## config.mk

```make
export PLATFORM = sky130hd
export DESIGN_NAME = park_occupancy_ctrl
export DESIGN_NICKNAME = d
export VERILOG_FILES = /design/src/rtl/park_pkg.sv /design/src/rtl/park_tmo_timer.sv /design/src/rtl/park_occupancy_ctrl.sv
export SDC_FILE = /design/constraint.sdc
export NUM_CORES = 1
export LEC_CHECK = 0
export BUFFER_PORTS_ARGS = -buffer_cell sky130_fd_sc_hd__buf_2
export CORE_ASPECT_RATIO = 0.9
export CORE_MARGIN = 3
export CORE_UTILIZATION = 40
export DETAILED_ROUTE_END_ITERATION = 7
export PLACE_DENSITY = 0.7
export SYNTH_ARGS = -nofsm -noshare
export SYNTH_HDL_FRONTEND = slang
export SYNTH_SLANG_ARGS = --single-unit
```

## constraint.sdc

```tcl
create_clock -name clk -period 2.23 [get_ports clk]
set_input_delay 0.223 -clock clk [delete_from_list [all_inputs] [get_ports clk]]
set_output_delay 0.223 -clock clk [all_outputs]
set_load 0.02 [all_outputs]
```

## src/rtl/park_pkg.sv

```systemverilog
// Shared parking-controller types and default lot parameters.
package park_pkg;

  typedef enum logic [1:0] {
    ST_IDLE     = 2'd0,
    ST_ARMED    = 2'd1,
    ST_ENTERING = 2'd2,
    ST_PASSING  = 2'd3
  } park_state_t;

  localparam int unsigned PARK_SLOTS_DEF = 8;
  localparam int unsigned PARK_TMO_DEF   = 100;

endpackage

```

## src/rtl/park_tmo_timer.sv

```systemverilog
// Entry watchdog: counts enabled cycles since the last clear and flags the
// final allowed cycle (count == TMO-1).
module park_tmo_timer
  import park_pkg::*;
#(
  parameter int unsigned TMO = PARK_TMO_DEF
) (
  input  logic clk,
  input  logic rst,
  input  logic clr,
  input  logic en,
  output logic expired
);

  localparam int unsigned TW = $clog2(TMO);

  logic [TW-1:0] cnt;

  // Holds at the terminal value so expired stays a decode of a stable count.
  always_ff @(posedge clk or posedge rst) begin
    if (rst) begin
      cnt <= '0;
    end else if (clr) begin
      cnt <= '0;
    end else if (en && (cnt != TW'(TMO - 1))) begin
      cnt <= cnt + TW'(1);
    end
  end

  assign expired = en && (cnt == TW'(TMO - 1));

endmodule

```

## src/rtl/park_occupancy_ctrl.sv

```systemverilog
// Confirms vehicle entries through the gate, tracks lot occupancy against
// exit-lane events, and gates the barrier controller when the lot is full.
module park_occupancy_ctrl
  import park_pkg::*;
#(
  parameter  int unsigned SLOTS = PARK_SLOTS_DEF,
  parameter  int unsigned TMO   = PARK_TMO_DEF,
  localparam int unsigned CW    = $clog2(SLOTS + 1)
) (
  input  logic          clk,
  input  logic          rst,
  input  logic          gate,
  input  logic          fr_sens,
  input  logic          bk_sens,
  input  logic          ex_sens,
  output logic [CW-1:0] count,
  output logic          full,
  output logic          empty,
  output logic          entry_ok,
  output logic          pass_done,
  output logic          tmo_err
);

  park_state_t state, state_nxt;
  logic        expired;
  logic        done_c;
  logic        tmo_c;
  logic        ex_q1, ex_q2;
  logic        ex_edge;
  logic        dec_ok;

  // Watchdog runs only while an entry is in progress; idle holds it cleared.
  park_tmo_timer #(.TMO(TMO)) u_tmo (
    .clk     (clk),
    .rst     (rst),
    .clr     (state == ST_IDLE),
    .en      (state != ST_IDLE),
    .expired (expired)
  );

  always_ff @(posedge clk or posedge rst) begin
    if (rst) begin
      state <= ST_IDLE;
    end else begin
      state <= state_nxt;
    end
  end

  always_comb begin
    state_nxt = state;
    if (expired) begin
      state_nxt = ST_IDLE;
    end else begin
      case (state)
        ST_IDLE:     if (gate && !full) state_nxt = ST_ARMED;
        ST_ARMED:    if (fr_sens) state_nxt = ST_ENTERING;
        ST_ENTERING: begin
          if (bk_sens)       state_nxt = ST_PASSING;
          else if (!fr_sens) state_nxt = ST_IDLE;
        end
        ST_PASSING:  if (!fr_sens && !bk_sens) state_nxt = ST_IDLE;
        default:     state_nxt = ST_IDLE;
      endcase
    end
  end

  // Event strobes; a timeout pre-empts a completion in the same cycle.
  always_comb begin
    done_c = 1'b0;
    tmo_c  = 1'b0;
    if (expired) begin
      tmo_c = 1'b1;
    end else if ((state == ST_PASSING) && !fr_sens && !bk_sens) begin
      done_c = 1'b1;
    end
  end

  always_ff @(posedge clk or posedge rst) begin
    if (rst) begin
      pass_done <= 1'b0;
      tmo_err   <= 1'b0;
    end else begin
      pass_done <= done_c;
      tmo_err   <= tmo_c;
    end
  end

  always_ff @(posedge clk or posedge rst) begin
    if (rst) begin
      ex_q1 <= 1'b0;
      ex_q2 <= 1'b0;
    end else begin
      ex_q1 <= ex_sens;
      ex_q2 <= ex_q1;
    end
  end

  assign ex_edge = ex_q1 && !ex_q2;
  assign dec_ok  = ex_edge && (count != '0);

  // Entry and exit in the same cycle cancel out.
  always_ff @(posedge clk or posedge rst) begin
    if (rst) begin
      count <= '0;
    end else if (done_c && !dec_ok) begin
      if (count != CW'(SLOTS)) count <= count + CW'(1);
    end else if (dec_ok && !done_c) begin
      count <= count - CW'(1);
    end
  end

  assign full     = (count == CW'(SLOTS));
  assign empty    = (count == '0);
  assign entry_ok = (state == ST_IDLE) && !full;

endmodule

```

==> impl_metrics.yaml <==
outcome:
  run_status: "finished, violations left"
  violations: "hold timing"
drt:
  drt_iter0_drc: 21
  vias_per_cell: 5.055
  dr.max_layer_used: "met4"
  drc: 0
  avgRoutedWirePerCell_um: 14.02
  wl_met2_um: 864
  wl_met1_um: 799
  first_pass_iters: 4
  ant_nets: 0
  via_count: 642
  dr_wl_met3_um: 101
  drt-total-wl_mm: 1.781
critical_path:
  crit_arrival_ns: 2.32
  crit_path_cell_trace: "ha_4 > a41oi_4 > nand2b_4 > ha_4 > a21o_2 > a21oi_2 > nand2_1 > o32a_1 > xnor2_1"
  path_class: "reg2reg"
  worstPathRequired_ns: 2.42
  start_kind: "flip-flop"
  cp_slowest_cell: "dfrtp_1"
  critPathMostFrequentCell: "ha_4"
  crit_fanout: 5
  critPathCaptureType: "flip-flop"
  cp_slowest_stage_delay_ns: 0.43
sta:
  period_needed_ns: 2.128
  fin_crit_sh_pct: 95.44
  slew_headroom_pct: 57.37
  report.final.slew_viol_count: 0
  finalHoldViolations: 9
  holdWs_ns: -0.007261
  setup_violations: 0
  timing.setup.tns_ns: 0
  finClkSkew_ns: 0.006579
  worst_pin_slew_ns: 0.6387
  fmax_ghz: 0.4698
pwr:
  vdd_drop_max_v: 0.0005982
  p_per_area_nw_per_um2: 1299
  power_mw: 1.442
  leakagePower_nw: 0.4982
synthesis:
  synth_async_sr_flop_share_pct: 100.0
  ys.warnings.count: 0
  ys_dominant_reg_cell: "dfrtp_1"
  yosysSeqAreaShare_pct: 49.56
  syn_inst: 73
  synth_cell_types: 27
  ys_ff_latch: 17
  avgSynthCellArea_um2: 11.76
  synth_area_um2: 858.3
  synth_edf_count: 0
  syn_nets: 83
cts:
  cts_root_buf: "clkbuf_4"
  worstSkewPairLatency_ns: 0.29
  cts_tree: "yes"
  clkTransAtPathRegs_ns: 0.10
  cts_buffers: 3
  clk_path_buf_depth: 2
  h-tree-depth: 1
  cts_sinks: 17
placed_design:
  placed_area_um2: 1010
  port_buffers: 14
  dp_hpwl_mm: 1.240
  dpl.cell_count: 115
  gp_congestion: 0.7503
finish:
  final_cell_mix: "dfrtp_1, buf_2, nor2_1"
  fill_cells: 170
  diodes: 0
  drive_gt1_share_pct: 43.14
  final_common_cell: "dfrtp_1"
  final_nets: 113
  layout.cells.non_filler: 127
  final_area_um2: 1110
  syn_to_final_growth_pct: 29.30
  final-seq-area_um2: 427.9
  multi_input_area_um2: 466.7
floorplanning:
  die-width_um: 54.83
  fp.dieH_um: 49.95
  ioPinCount: 15
  num_rows: 15
  dieArea_um2: 2738
  core_area_um2: 1971
  start_util_pct: 43.56
grt:
  grt_overflow: 0
  antenna_found_initial: 0
  grt_pass1_vias: 611
  grt_usage_pct: 13.96
  grt_pass1_wl_mm: 2.718
  grt_max_degree: 18
flow_run:
  max_cap_viol_count: 0
min_path:
  hold_path_class: "in2async"
[worst paths after layout]
kind | from | cells after the start | to | slack [ns]
max | u_tmo.cnt[0]$_DFFE_PP0P_ | 9 | count[3]$_DFFE_PP0P_ | 0.10
min | rst | 2 | u_tmo.cnt[0]$_DFFE_PP0P_ | -0.007
max reg2reg | u_tmo.cnt[0]$_DFFE_PP0P_ | 9 | count[3]$_DFFE_PP0P_ | 0.10
min reg2reg | ex_q1$_DFF_PP0_ | 0 | ex_q2$_DFF_PP0_ | 0.40
max in group asynchronous | rst | 2 | count[1]$_DFFE_PP0P_ | 1.79
min in group clk | ex_sens | 1 | ex_q1$_DFF_PP0_ | 0.03
[layout make-up]
cell class / count / area share (%)
Sequential cell: 17 / 38.56
Multi-Input combinational cell: 55 / 42.05
Tap cell: 25 / 2.819
Clock inverter: 1 / 0.4510
Timing Repair Buffer: 25 / 13.75
Clock buffer: 3 / 2.029
Inverter: 1 / 0.3382
[metrics by stage]
stage	utilization, %	worst slack, ns
3_3_place_gp	51.24	0.1430
6_report	56.32	0.1016
3_5_place_dp	51.24	0.07316
4_1_cts	52.63	0.05871
2_1_floorplan	-	-0.01828
5_1_grt	56.32	-0.01254
[Yosys cell counts, types with 2 or more instances]
| master | instances | share of area [%] |
|---|---|---|
| nand2_1 | 6 | 2.6 |
| o21ai_0 | 2 | 1.2 |
| dfrtp_1 | 17 | 50 |
| xnor2_1 | 6 | 6.1 |
| xor2_1 | 3 | 3.1 |
| o21ai_1 | 2 | 1.2 |
| ha_1 | 3 | 4.4 |
| nor2_1 | 12 | 5.2 |
| mux2_2 | 3 | 3.9 |
| nand3_1 | 2 | 1.2 |
[where the power goes]
part           internal (mW)  total, mW  switching, mW  leakage (nW)
logic                  0.374      0.747          0.373         0.270
registers              0.409      0.528          0.120         0.211
clock network         0.0667      0.167          0.100        0.0177
[routing by layer]
layer | up-vias | global-route usage (%)
li1 | 314 | -
met1 | 309 | 18.29
met2 | 17 | 21.06
met3 | 2 | 4.834
met4 | 0 | 4.564
met5 | - | 0
[worst max-delay path: cells and delay by family, from the launching register on]
family	cells	cell delay (ns)
AND/OR/NAND/NOR	2	0.19
adder cells (fa/ha/maj)	2	0.42
XOR/XNOR	1	0.13
flip-flops	1	0.43
AO/OA/AOI/OAI	4	0.87
[timing repair]
action,4_1_cts,5_1_grt
gates resized for setup,0,2
buffers inserted,0,8
hold buffers,0,0
setup endpoints to repair,0,1
[state kept, by name (all words and copies together) (netlist names)]
signal and flops:
count 4, ex_q1 1, ex_q2 1, pass_done 1, state 2, tmo_err 1, u_tmo.cnt 7
[kinds of logic after synthesis]
logic type / share of synthesized area (%)
buffers and inverters: 0.4369
multiplexers: 5.102
XOR/XNOR: 9.184
AO/OA/AOI/OAI: 10.06
AND/OR/NAND/NOR: 18.95
adder cells (fa/ha/maj): 6.706
flip-flops: 49.56
(Power assumes the default switching activity.)
